## src/rtl/score_sequencer.sv

```systemverilog
// score_sequencer
//   Score-update controller. Per-source pending counters queue point events from
//   the gold, diamond and monster sources. A round-robin arbiter picks one source,
//   and a serial BCD adder applies its point value one digit per cycle to a 4-digit
//   working score. The display copy loads only on startOfFrame, and never while an
//   add is in flight, so the display cannot show a half-added value.
//
//   Optional feature: define SCORE_EXTRA_LIFE_EN to build the extra-life detector.
//   Without it, extra_life is tied low.
//
// Ports
//   clk               system clock
//   resetN            asynchronous active-low reset
//   startOfFrame      one-cycle frame-start pulse; loads the display copy
//   game_clear        synchronous clear of score, display, queues, pointer, drop_err
//   player_eat_gold   gold event pulse     (GOLD_PTS units)
//   player_eat_dimond diamond event pulse  (DIAMOND_PTS units)
//   monster_killed    monster event pulse  (MONSTER_PTS units)
//   score_digits      displayed score, 4 BCD digits, thousands in [15:12]
//   score_updated     high for the one cycle in which an event completes
//   busy              adder active or any event still pending
//   drop_err          sticky: an event arrived at a saturated pending counter
//   extra_life        one-cycle pulse on a thousands-digit increment
module score_sequencer #(
   parameter int unsigned PEND_W      = 3,
   parameter int unsigned GOLD_PTS    = 2,
   parameter int unsigned DIAMOND_PTS = 1,
   parameter int unsigned MONSTER_PTS = 5
) (
   input  logic        clk,
   input  logic        resetN,
   input  logic        startOfFrame,
   input  logic        game_clear,
   input  logic        player_eat_gold,
   input  logic        player_eat_dimond,
   input  logic        monster_killed,
   output logic [15:0] score_digits,
   output logic        score_updated,
   output logic        busy,
   output logic        drop_err,
   output logic        extra_life
);

   typedef enum logic [2:0] {StIdle, StAdd0, StAdd1, StAdd2, StAdd3, StDone} state_e;

   localparam logic [PEND_W-1:0] PendMax    = {PEND_W{1'b1}};
   // Last-granted starts at monster so the first search begins at gold.
   localparam logic [1:0]        SrcMonster = 2'd2;

   state_e                  state_q, state_d;
   logic [2:0][PEND_W-1:0]  pend_q, pend_d;
   logic [1:0]              last_q, last_d;
   logic [1:0]              grant_q, grant_d;
   logic [3:0]              operand_q, operand_d;
   logic                    carry_q, carry_d;
   logic [15:0]             work_q, work_d;
   logic [15:0]             disp_q, disp_d;
   logic                    drop_q, drop_d;
   logic [2:0]              events;
   logic [2:0]              dec;
   logic                    any_pend;
   logic                    adding;
   logic [1:0]              cand;
   logic [1:0]              grant_sel;
   logic                    grant_found;
   logic [3:0]              operand_sel;
   logic [1:0]              digit_idx;
   logic [3:0]              digit_op;
   logic [4:0]              digit_sum;
`ifdef SCORE_EXTRA_LIFE_EN
   logic                    el_q, el_d;
`endif

   function automatic logic [1:0] next_src(input logic [1:0] s);
      return (s == 2'd2) ? 2'd0 : s + 2'd1;
   endfunction

   assign events   = {monster_killed, player_eat_dimond, player_eat_gold};
   assign any_pend = |pend_q;
   assign adding   = (state_q == StAdd0) || (state_q == StAdd1) ||
                     (state_q == StAdd2) || (state_q == StAdd3);

   // Round-robin search, starting one past the last granted source.
   always_comb begin
      cand        = last_q;
      grant_sel   = last_q;
      grant_found = 1'b0;
      for (int i = 0; i < 3; i++) begin
         cand = next_src(cand);
         if (!grant_found && (pend_q[cand] != '0)) begin
            grant_found = 1'b1;
            grant_sel   = cand;
         end
      end
   end

   always_comb begin
      case (grant_sel)
         2'd0:    operand_sel = 4'(GOLD_PTS);
         2'd1:    operand_sel = 4'(DIAMOND_PTS);
         default: operand_sel = 4'(MONSTER_PTS);
      endcase
   end

   always_comb begin
      case (state_q)
         StAdd1:  digit_idx = 2'd1;
         StAdd2:  digit_idx = 2'd2;
         StAdd3:  digit_idx = 2'd3;
         default: digit_idx = 2'd0;
      endcase
   end

   // Only the units digit receives the operand; higher digits just absorb carry.
   assign digit_op  = (state_q == StAdd0) ? operand_q : 4'd0;
   assign digit_sum = {1'b0, work_q[{digit_idx, 2'b00} +: 4]} + {1'b0, digit_op} +
                      {4'd0, carry_q};

   always_comb begin
      dec = '0;
      if (state_q == StDone) dec[grant_q] = 1'b1;
   end

   always_comb begin
      state_d   = state_q;
      pend_d    = pend_q;
      last_d    = last_q;
      grant_d   = grant_q;
      operand_d = operand_q;
      carry_d   = carry_q;
      work_d    = work_q;
      disp_d    = disp_q;
      drop_d    = drop_q;
`ifdef SCORE_EXTRA_LIFE_EN
      el_d      = el_q;
`endif

      // A simultaneous event and service on one counter leaves it unchanged.
      for (int i = 0; i < 3; i++) begin
         if (events[i] && !dec[i]) begin
            if (pend_q[i] == PendMax) drop_d = 1'b1;
            else                      pend_d[i] = pend_q[i] + PEND_W'(1);
         end else if (!events[i] && dec[i]) begin
            pend_d[i] = pend_q[i] - PEND_W'(1);
         end
      end

      case (state_q)
         StIdle: begin
            if (grant_found) begin
               grant_d   = grant_sel;
               operand_d = operand_sel;
               carry_d   = 1'b0;
`ifdef SCORE_EXTRA_LIFE_EN
               el_d      = 1'b0;
`endif
               state_d   = StAdd0;
            end
         end
         StAdd0, StAdd1, StAdd2, StAdd3: begin
            if (digit_sum > 5'd9) begin
               work_d[{digit_idx, 2'b00} +: 4] = 4'(digit_sum - 5'd10);
               carry_d                         = 1'b1;
            end else begin
               work_d[{digit_idx, 2'b00} +: 4] = digit_sum[3:0];
               carry_d                         = 1'b0;
            end
            case (state_q)
               StAdd0:  state_d = StAdd1;
               StAdd1:  state_d = StAdd2;
               StAdd2:  state_d = StAdd3;
               default: begin
                  state_d = StDone;
                  if (digit_sum > 5'd9) work_d = 16'h9999;
`ifdef SCORE_EXTRA_LIFE_EN
                  // A carry into a 9 saturates and leaves the digit unchanged.
                  el_d = carry_q && (work_q[15:12] != 4'd9);
`endif
               end
            endcase
         end
         StDone: begin
            last_d  = grant_q;
            state_d = StIdle;
         end
         default: state_d = StIdle;
      endcase

      if (startOfFrame && !adding) disp_d = work_q;

      if (game_clear) begin
         state_d = StIdle;
         pend_d  = '0;
         last_d  = SrcMonster;
         carry_d = 1'b0;
         work_d  = '0;
         disp_d  = '0;
         drop_d  = 1'b0;
`ifdef SCORE_EXTRA_LIFE_EN
         el_d    = 1'b0;
`endif
      end
   end

   always_ff @(posedge clk or negedge resetN) begin
      if (!resetN) begin
         state_q   <= StIdle;
         pend_q    <= '0;
         last_q    <= SrcMonster;
         grant_q   <= 2'd0;
         operand_q <= 4'd0;
         carry_q   <= 1'b0;
         work_q    <= '0;
         disp_q    <= '0;
         drop_q    <= 1'b0;
`ifdef SCORE_EXTRA_LIFE_EN
         el_q      <= 1'b0;
`endif
      end else begin
         state_q   <= state_d;
         pend_q    <= pend_d;
         last_q    <= last_d;
         grant_q   <= grant_d;
         operand_q <= operand_d;
         carry_q   <= carry_d;
         work_q    <= work_d;
         disp_q    <= disp_d;
         drop_q    <= drop_d;
`ifdef SCORE_EXTRA_LIFE_EN
         el_q      <= el_d;
`endif
      end
   end

   assign score_digits  = disp_q;
   assign score_updated = (state_q == StDone);
   assign busy          = (state_q != StIdle) || any_pend;
   assign drop_err      = drop_q;
`ifdef SCORE_EXTRA_LIFE_EN
   assign extra_life    = (state_q == StDone) && el_q;
`else
   assign extra_life    = 1'b0;
`endif

endmodule
```

## config.mk

```make
export PLATFORM = sky130hd
export DESIGN_NAME = score_sequencer
export DESIGN_NICKNAME = d
export VERILOG_FILES = /design/src/rtl/score_sequencer.sv
export SDC_FILE = /design/constraint.sdc
export NUM_CORES = 1
export LEC_CHECK = 0
export BUFFER_PORTS_ARGS = -buffer_cell sky130_fd_sc_hd__clkbuf_2
export CAP_MARGIN = 20
export CORE_MARGIN = 4
export CORE_UTILIZATION = 47
export DETAILED_ROUTE_END_ITERATION = 16
export PLACE_DENSITY = 0.72
export SETUP_SLACK_MARGIN = 0.1
export SKIP_CTS_REPAIR_TIMING = 1
export SKIP_LAST_GASP = 1
export SYNTH_ARGS = -nofsm -noshare
export SYNTH_HDL_FRONTEND = slang
export SYNTH_SLANG_ARGS = --single-unit
```

## constraint.sdc

```tcl
create_clock -name clk -period 4.5 [get_ports clk]
set_input_delay 0 -clock clk [delete_from_list [all_inputs] [get_ports clk]]
set_output_delay 0 -clock clk [all_outputs]
set_load 0.02 [all_outputs]
```

==> metrics <==
Cell Int Power 0.927 mW; number of diodes 0; global placement routability congestion about 0.95; Cell variety after synth between 60 and 70; number of synthesized flops with an enable pin 0; hpwl dp 5.76 mm; PwrDens roughly 450 nW/um^2; most common cell after layout, fill and taps aside dfrtp_1; Setup crit end kind flop; core footprint approximately 6500 sq um; most frequent cells in the layout dfrtp_1 (51), nand2_1 (38), clkbuf_2 (25); Max Slew Vio Count 0; Post-Route Utilization 0.540; Wirelength per Cell 17.5 um; vias in the first global route 2,586; Filler cells 565; Worst VDD drop 0.157 mV; Placed Instance Area approximately 3400 sq um; Setup TNS 0 ns; Die Wd a little over 90 um; unrepaired setup endpoints after global routing no; Pre-Repair DR Iteration Count 4; clock-pin slew on the worst setup and hold paths approximately 0.10 ns; TritonCTS clock tree done; Congestion Overflow GR 0; clock sinks 53; Via density slightly above 6; Buffers on Ports 25; Synth Register Bits 53; post-synthesis cell count 341; CP required 4.70 ns; Final Skew between 0.009 and 0.01 ns; Critical Path Source Type flop; clk_lat worst skew roughly 0.31 ns; Comb power frac 0.436; largest net degree at the start of global routing 54; crit path DAT ~4.3 ns; CTS buffer count 5; GRT Total Usage 0.193; Avg Cell Area, Syn between 9 and 10 sq um; Die Y-Extent 90.7 um; Slew @ Worst Pin about 0.67 ns; Clk pwr share 0.175; Sw Ratio 0.415; layout cells sized above 1 0.152; storage element area 1330 sq um; fin crit share 0.917; I/O Pins 27; die footprint just over 8000 sq um; Hold WC Path Type input port to flop; minimum clock period just over 4 ns; Initial Util 0.494; P_leak between 1.5 and 2 nW; initial antenna violation count 0; Site Rows 29; NetSw roughly 0.66 mW; antenna viol nets, final 0; async set or reset register ratio after synthesis 1.00; first-pass GRT wire length roughly 13 mm; maxcap violations 0; Seq/Total Area, Yosys 0.413; P&R area growth vs syn 9.31%; Flop pwr share 0.389; final WL 7.72 mm; multi-input logic area 1730 sq um; Setup CP Type flop to flop; Cell Area, Synth 3210 sq um; 1st-iter DRT viols 309; Clock Tree Buf Depth 2; Finished Cell Area 3510 sq um; detailed-route via count roughly 2,700; warnings from Yosys 0; nets ~380; Worst Path Max Fanout 16; status completed; ys flop type dfrtp_1; final hold viol count 0; DR DRC count 0; CTS root buffer clkbuf_8; H-tree depth 2; Max Fclk 242 MHz; Slew Limit Headroom 0.553; # setup viols final 0; Syn Nets 362
==> flip-flops by register name, indices dropped and copies added, names as in the netlist <==
name,count
carry_q,1
drop_err,1
grant_q,2
last_q,2
operand_q,3
pend_q,9
score_digits,16
state_q,3
work_q,16
==> cell families (layout without fill, tap and decap cells) <==
group / Yosys count / after routing / share of synthesized area
and+or+nand+nor: 118 / 118 / 0.186
xor gates and xnor gates: 7 / 7 / 0.0191
buffers and inverters: 36 / 58 / 0.0487
muxes: 7 / 7 / 0.0265
AOI/OAI and AO/OA: 105 / 105 / 0.239
DFF: 53 / 53 / 0.413
other: 1 / 1 / 0.00117
adders and majority gates: 14 / 14 / 0.0663
==> per-stage QoR <==
stage / setup slack, ns / std cells / power (mW) / hold slack [ns]
floorplan: 0.427 / 341 / 1.12 / -0.296
global placement: 0.375 / 429 / 1.26 / 0.163
detailed placement: 0.254 / 429 / 1.28 / 0.170
CTS: 0.234 / 437 / 1.56 / -0.166
global route: 0.0623 / 440 / 1.69 / 0.151
finish: 0.373 / 440 / 1.58 / 0.141
==> cells in the mapped netlist (all sizes together), types with 3 or more instances <==
cell type	instances	share of area
nand2	39	0.046
xor2	4	0.011
nand4	5	0.0097
a2111oi	3	0.0082
ha	9	0.035
fa	5	0.031
xnor2	3	0.0082
clkbuf	11	0.013
o211ai	6	0.014
nand3b	3	0.0070
nor2b	6	0.012
nor4	3	0.0058
o32ai	3	0.011
and2	4	0.0078
or3	6	0.012
nand3	7	0.012
inv	17	0.020
nor3	6	0.0094
a22o	18	0.049
nor3b	3	0.0070
a21oi	16	0.025
nand2b	4	0.0078
o22ai	7	0.014
or2	3	0.0058
o21ai	18	0.028
nor2	21	0.025
mux2i	5	0.019
and3	5	0.0097
dfrtp	52	0.41
a211oi	4	0.011
buf	8	0.016
a211o	3	0.0082
a21o	3	0.0070
==> power groups by stage <==
stage,combinational [mW],clock [mW],sequential (mW)
after floorplan,0.523,0,0.597
after global placement,0.637,0,0.620
after detailed placement,0.655,0,0.624
after CTS,0.658,0.283,0.614
after global routing,0.761,0.304,0.625
final,0.690,0.277,0.617
==> worst max-delay path, stage by stage (launching register included) <==
cell	delay (ns)
dfrtp_1	0.56
nor3b_1	0.41
nand2_1	0.13
fa_1	0.43
fa_1	0.43
xor2_1	0.37
ha_1	0.23
nand2b_1	0.09
a22oi_1	0.29
a21bo_2	0.28
mux2i_4	0.16
buf_12	0.17
a21boi_1	0.08
a221o_1	0.37
==> area by class of cell <==
class	instances	area share
Inverter	17	0.0182
Sequential cell	53	0.379
Multi-Input combinational cell	252	0.492
Tap cell	77	0.0275
Clock buffer	5	0.0196
Timing Repair Buffer	33	0.0570
Clock inverter	3	0.00713
==> worst paths after layout <==
| check | slack (ns) | end | cells after the start | startpoint |
|---|---|---|---|---|
| max in group asynchronous | 3.71 | state_q[2] | 3 | resetN |
| min in group asynchronous | 0.33 | pend_q[8] | 3 | resetN |
| hold reg to reg | 0.51 | score_digits[0] | 1 | score_digits[0] |
| setup / recovery | 0.37 | work_q[5] | 13 | state_q[1] |
| setup reg to reg | 0.37 | work_q[5] | 13 | state_q[1] |
| hold / removal | 0.14 | score_digits[3] | 3 | startOfFrame |
==> per-layer routing <==
metal / vias up / routed length, um / global-route usage
li1: 1296 / - / -
met1: 1309 / 3760 / 0.283
met2: 98 / 3370 / 0.284
met3: 19 / 418 / 0.0283
met4: 0 / 178 / 0.0753
met5: - / 0 / 0
(Power assumes the default switching activity.)
